===== config.mk =====
export PLATFORM = sky130hd
export DESIGN_NAME = ad7124_tc_scan_sched
export DESIGN_NICKNAME = d
export VERILOG_FILES = /design/src/rtl/ad7124_pkg.sv /design/src/rtl/ad7124_next_ch.sv /design/src/rtl/ad7124_tc_scan_sched.sv
export SDC_FILE = /design/constraint.sdc
export NUM_CORES = 1
export LEC_CHECK = 0
export CAP_MARGIN = 20
export CELL_PAD_IN_SITES_DETAIL_PLACEMENT = 0
export CELL_PAD_IN_SITES_GLOBAL_PLACEMENT = 1
export CORE_MARGIN = 5
export CORE_UTILIZATION = 35
export CTS_BUF_LIST = sky130_fd_sc_hd__clkbuf_2
export CTS_CLUSTER_DIAMETER = 60
export CTS_CLUSTER_SIZE = 40
export DETAILED_ROUTE_END_ITERATION = 8
export PLACE_DENSITY = 0.78
export SLEW_MARGIN = 20
export SYNTH_ARGS = -nofsm -noshare
export SYNTH_HDL_FRONTEND = slang
export SYNTH_SLANG_ARGS = --single-unit

===== constraint.sdc =====
create_clock -name aclk -period 1.7 [get_ports aclk]
set_input_delay 0.34 -clock aclk [delete_from_list [all_inputs] [get_ports aclk]]
set_output_delay 0.34 -clock aclk [all_outputs]
set_load 0.01 [all_outputs]

===== src/rtl/ad7124_pkg.sv =====
// ad7124_pkg: AD7124 command constants and sequencer state type shared by the TC and RTD schedulers
//   AD7124_CMD_RD_DATA  command byte that reads the conversion data register
//   ad7124_state_t      scan sequencer states
package ad7124_pkg;

    localparam logic [7:0] AD7124_CMD_RD_DATA = 8'h42;

    typedef enum logic [2:0] {
        IDLE,
        SEL,
        REQ,
        WAIT,
        STORE,
        DONE
    } ad7124_state_t;

endpackage


===== src/rtl/ad7124_next_ch.sv =====
// ad7124_next_ch: combinational search for the lowest enabled channel at or above a pointer
//   mask   in   N    enabled-channel mask
//   ptr    in   PW   first index to consider (may equal N, meaning nothing left)
//   found  out  1    an enabled channel >= ptr exists
//   idx    out  IW   lowest such channel index (0 when not found)
module ad7124_next_ch #(
    parameter int N  = 8,
    parameter int IW = $clog2(N),
    parameter int PW = $clog2(N + 1)
) (
    input  logic [N-1:0]  mask,
    input  logic [PW-1:0] ptr,
    output logic          found,
    output logic [IW-1:0] idx
);

    // Scan from the top down so the lowest qualifying index is the last one written.
    always_comb begin
        found = 1'b0;
        idx   = '0;
        for (int i = N - 1; i >= 0; i--)
            if (mask[i] && PW'(i) >= ptr) begin
                found = 1'b1;
                idx   = IW'(i);
            end
    end

endmodule


===== src/rtl/ad7124_tc_scan_sched.sv =====
// ad7124_tc_scan_sched: walks the enabled TC ADC channels and issues one RD_DATA transfer per channel
//   aclk, aresetn      clock, asynchronous active-low reset
//   ctrl_start/stop    scan start pulse, graceful stop pulse
//   ctrl_continuous    restart automatically after each completed scan
//   ch_enable          channel mask, latched at each scan start
//   spi_req/cs_sel/cmd request to the shared SPI master (held until spi_ack)
//   spi_ack/done/rdata SPI master handshake and received word
//   result_valid/ch/data  one-cycle result pulse
//   scan_done          one-cycle end-of-scan pulse
//   busy               sequencer not idle
//   err_timeout        sticky per-channel timeout flags, cleared on start
module ad7124_tc_scan_sched
    import ad7124_pkg::*;
#(
    parameter int C_N_TC_CHANNEL   = 8,
    parameter int C_DATA_WIDTH     = 24,
    parameter int C_TIMEOUT_CYCLES = 65535,
    parameter int IW               = $clog2(C_N_TC_CHANNEL)
) (
    input  logic                      aclk,
    input  logic                      aresetn,
    input  logic                      ctrl_start,
    input  logic                      ctrl_stop,
    input  logic                      ctrl_continuous,
    input  logic [C_N_TC_CHANNEL-1:0] ch_enable,
    output logic                      spi_req,
    output logic [IW-1:0]             spi_cs_sel,
    output logic [7:0]                spi_cmd,
    input  logic                      spi_ack,
    input  logic                      spi_done,
    input  logic [C_DATA_WIDTH-1:0]   spi_rdata,
    output logic                      result_valid,
    output logic [IW-1:0]             result_ch,
    output logic [C_DATA_WIDTH-1:0]   result_data,
    output logic                      scan_done,
    output logic                      busy,
    output logic [C_N_TC_CHANNEL-1:0] err_timeout
);

    // Pointer needs one extra code so "past the last channel" ends the scan instead of wrapping.
    localparam int          PW   = $clog2(C_N_TC_CHANNEL + 1);
    localparam logic [15:0] TMAX = 16'(C_TIMEOUT_CYCLES - 1);

    ad7124_state_t             state;
    logic [C_N_TC_CHANNEL-1:0] mask;
    logic [PW-1:0]             ptr;
    logic [15:0]               timer;
    logic                      stop_pend;
    logic                      found;
    logic [IW-1:0]             idx;
    logic [PW-1:0]             next_ptr;

    assign spi_cmd  = AD7124_CMD_RD_DATA;
    assign busy     = state != IDLE;
    assign next_ptr = PW'(spi_cs_sel) + PW'(1);

    ad7124_next_ch #(.N(C_N_TC_CHANNEL), .IW(IW), .PW(PW)) u_next_ch (
        .mask  (mask),
        .ptr   (ptr),
        .found (found),
        .idx   (idx)
    );

    always_ff @(posedge aclk or negedge aresetn) begin
        if (!aresetn) begin
            state        <= IDLE;
            mask         <= '0;
            ptr          <= '0;
            timer        <= '0;
            stop_pend    <= 1'b0;
            spi_req      <= 1'b0;
            spi_cs_sel   <= '0;
            result_valid <= 1'b0;
            result_ch    <= '0;
            result_data  <= '0;
            scan_done    <= 1'b0;
            err_timeout  <= '0;
        end else begin
            result_valid <= 1'b0;
            scan_done    <= 1'b0;
            if (ctrl_stop && state != IDLE)
                stop_pend <= 1'b1;
            case (state)
                IDLE: begin
                    stop_pend <= 1'b0;
                    if (ctrl_start && |ch_enable) begin
                        mask        <= ch_enable;
                        err_timeout <= '0;
                        ptr         <= '0;
                        state       <= SEL;
                    end
                end
                // A pending stop is honoured between transfers, never mid-transfer.
                SEL: begin
                    if (stop_pend || ctrl_stop)
                        state <= IDLE;
                    else if (found) begin
                        spi_cs_sel <= idx;
                        spi_req    <= 1'b1;
                        state      <= REQ;
                    end else begin
                        scan_done <= 1'b1;
                        state     <= DONE;
                    end
                end
                REQ: begin
                    if (spi_ack) begin
                        spi_req <= 1'b0;
                        timer   <= '0;
                        state   <= WAIT;
                    end
                end
                // spi_done is tested first so it wins over a simultaneous timeout.
                WAIT: begin
                    if (spi_done) begin
                        result_valid <= 1'b1;
                        result_ch    <= spi_cs_sel;
                        result_data  <= spi_rdata;
                        state        <= STORE;
                    end else if (timer == TMAX) begin
                        err_timeout[spi_cs_sel] <= 1'b1;
                        ptr                     <= next_ptr;
                        state                   <= SEL;
                    end else
                        timer <= timer + 16'd1;
                end
                STORE: begin
                    ptr   <= next_ptr;
                    state <= SEL;
                end
                DONE: begin
                    if (ctrl_continuous && !stop_pend && !ctrl_stop && |ch_enable) begin
                        mask  <= ch_enable;
                        ptr   <= '0;
                        state <= SEL;
                    end else
                        state <= IDLE;
                end
                default: state <= IDLE;
            endcase
        end
    end

endmodule


==> metrics.cfg <==
[logic_synthesis]
synth_mux_area_share_pct=3.80
netlist_area_um2=3560
synth_compound_area_share_pct=10.5
yosys.area_share.simple_pct=25.4
synth_xor_area_share_pct=3.20
yosysWarnings=0
synth.avg_cell_area_um2=9.41
yosys.area.top_type_share_pct=51.4
syn_inst=378
async_flop_share_pct=100
synth_ff_type=dfrtp_1
ys_ff_latch=73
synth_top_family_by_area=simple AND/OR/NAND/NOR gates
synth_common_cells=97 x nand2_1, 73 x dfrtp_1, 31 x nor2_1
yosysMostFrequentCell=nand2_1
synth_area_leaders=dfrtp_1 51%, nand2_1 10%, nor2_1 3.3%, xnor2_1 3.0%, mux2_2 2.5%
yosysTopAreaCell=dfrtp_1
synth_edf_count=0
yosysSeqAreaShare_pct=51.4
synthDistinctLibCells=57
synthAdderAreaFrac_pct=1.06

[sta]
maxSlewViolCount=0
fmax_mhz=487
hold_violations=0
finClkSkew_ps=20.3
rsz0062_at_grt=true
finalSetupViolCount=38
period_share_pct=121
setup_ws_ps=-353
hold_ws_ps=281
period_minus_slack_ps=2050

[die]
core_um2=9820
die_h_um=111
rows=36
dieArea_um2=12300
io_pins=89
die_w_um=111
start_util_pct=36.2

[final_layout]
final_nets=599
n_fill_cell=911
final_area_um2=5730
layout-drive-gt1-share_pct=34.3
n_antenna_cell=0
seq_area_um2=1830
area_delta_synth_final_pct=61.2
multi_input_area_um2=1940

[clocking]
cts_buffer_depth=2
clock_latency_ps=490
cts-buffers-inserted=9
htreeDepth=3
cts_tree=yes
cts_sinks=73
path_clk_slew_ps=210
cts_root_buffer=clkbuf_2

[grt]
grt_usage_pct=16.7
antenna_found_initial=0
grt_use_met2_pct=29.0
grt_max_degree=30
grt_pass1_wl_um=16800
grt_pass1_vias=3490
grt_overflow=0
use_met3_pct=6.39
top_usage_layer=met2
grt_use_met1_pct=19.8

[drt]
via_per_inst=4.85
ant_nets=0
wl_per_cell_um=15.4
drc_errors=0
vias=3372
postRouteWirelength_um=10700
drt_iter0_drc=119
first_pass_iters=4

[placement]
globalplace.congestion=0.819
portBuffers=80
place_area_um2=5000
dp.final_hpwl_um=7180

[setup_path]
endpoint_kind=register
crit_type=reg2reg
max_stage_delay_ps=440
slowest_stage=dfrtp_1
worstPathMaxFanout=4
arrival_ps=2440
path_cells=inv_2, ha_4, nand4_1, buf_4, nor4_4, a21oi_2, nor4_4, buf_4, mux2_4
required_ps=2090
start_kind=register

[power]
p_sw_share_pct=37.2
irDropWorstVdd_mv=0.719
p_per_area_nw_per_um2=1260
power_mw=7.20
seq_power_share_pct=35.5
internal_power_mw=4.53
clockPowerShare_pct=13.4
p_switching_mw=2.68
combPwrFrac_pct=51.1
p_leak_nw=2.81

[run]
maxCapViolations=0

[status]
status=finished with violations
violations=negative setup slack

[min_path]
hp-class=in2async

==> layout by cell type, fill, tap and decap left out, types with 6 or more instances in the layout <==
cell type,count
buf_6,17
dlygate4sd2_1,41
conb_1,8
inv_1,6
clkdlybuf4s50_1,37
nand2_1,95
dfrtp_1,70
buf_4,83
mux2_4,10
clkbuf_2,12
nand4_1,6
xnor2_1,12
nor2_1,30
nand3_1,6
a21oi_1,10
==> layout make-up <==
type / count / area share, %
multi-input cells: 279 / 33.9
flip-flops and latches: 73 / 31.9
repair buffers: 184 / 28.8
well taps: 133 / 2.90
clock buffers: 12 / 1.05
clock inverters: 4 / 0.764
inverters: 10 / 0.655
==> sequential cells by signal, summed over array words and instances, names as in the netlist <==
name          cells
result_data      24
timer            16
err_timeout       8
mask              8
ptr               4
result_ch         3
spi_cs_sel        3
state             3
result_valid      1
scan_done         1
spi_req           1
stop_pend         1
==> worst paths after layout <==
check / start / endpoint / slack (ps) / depth (start not counted)
max: timer[0] / ptr[1] / -350 / 9
min: aresetn / scan_done / 280 / 2
max reg2reg: timer[0] / ptr[1] / -350 / 9
min reg2reg: result_data[3] / result_data[3] / 500 / 2
max in group asynchronous: aresetn / result_data[13] / 920 / 3
min in group aclk: spi_rdata[4] / result_data[4] / 340 / 3
==> timing repair <==
item / 4_1_cts / 5_1_grt
gates resized for setup: 97 / 47
hold buffers: 1 / 0
endpoints found under the setup margin: 75 / 41
hold endpoints to repair: 23 / 0
setup buffers: 20 / 16
pin swaps: 14 / 28
cloned: 1 / 0
==> power groups by stage <==
stage          Combinational (mW)  Clock [mW]  Sequential [mW]
2_1_floorplan                1.31           0             2.74
3_3_place_gp                 3.04           0             2.62
3_5_place_dp                 3.09           0             2.63
4_1_cts                      3.36       0.997             2.55
5_1_grt                      4.03        1.07             2.63
6_report                     3.68       0.962             2.56
==> per-stage QoR <==
stage          TNS [ps]  setup WS, ps  std cells  util (%)
2_1_floorplan      -370         -85.2        384         -
3_3_place_gp     -13220          -474        645      50.9
3_5_place_dp     -14690          -510        645      50.9
4_1_cts           -3730          -266        682      55.7
5_1_grt           -9180          -424        695      58.4
6_report          -6080          -353        695      58.4
==> critical path, delay by kind of cell (launching register included) <==
kind / cells / cell delay (ps)
compound gates: 1 / 140
flops: 1 / 440
simple gates: 3 / 470
mux: 1 / 310
fa+ha+maj: 1 / 120
buf+inv: 3 / 470
==> cell families after synthesis <==
family,after synthesis
simple gates,188
flops,73
compound gates,55
buf+inv,32
xor+xnor,13
mux,12
fa+ha+maj,3
other cells,2
==> layer usage <==
layer / wire length [um] / part of all wire, %
met5: 0 / 0
met4: 93 / 0.87
met3: 713 / 6.7
met2: 5480 / 51
met1: 4410 / 41
No activity file was read; power rests on OpenSTA's default activity.
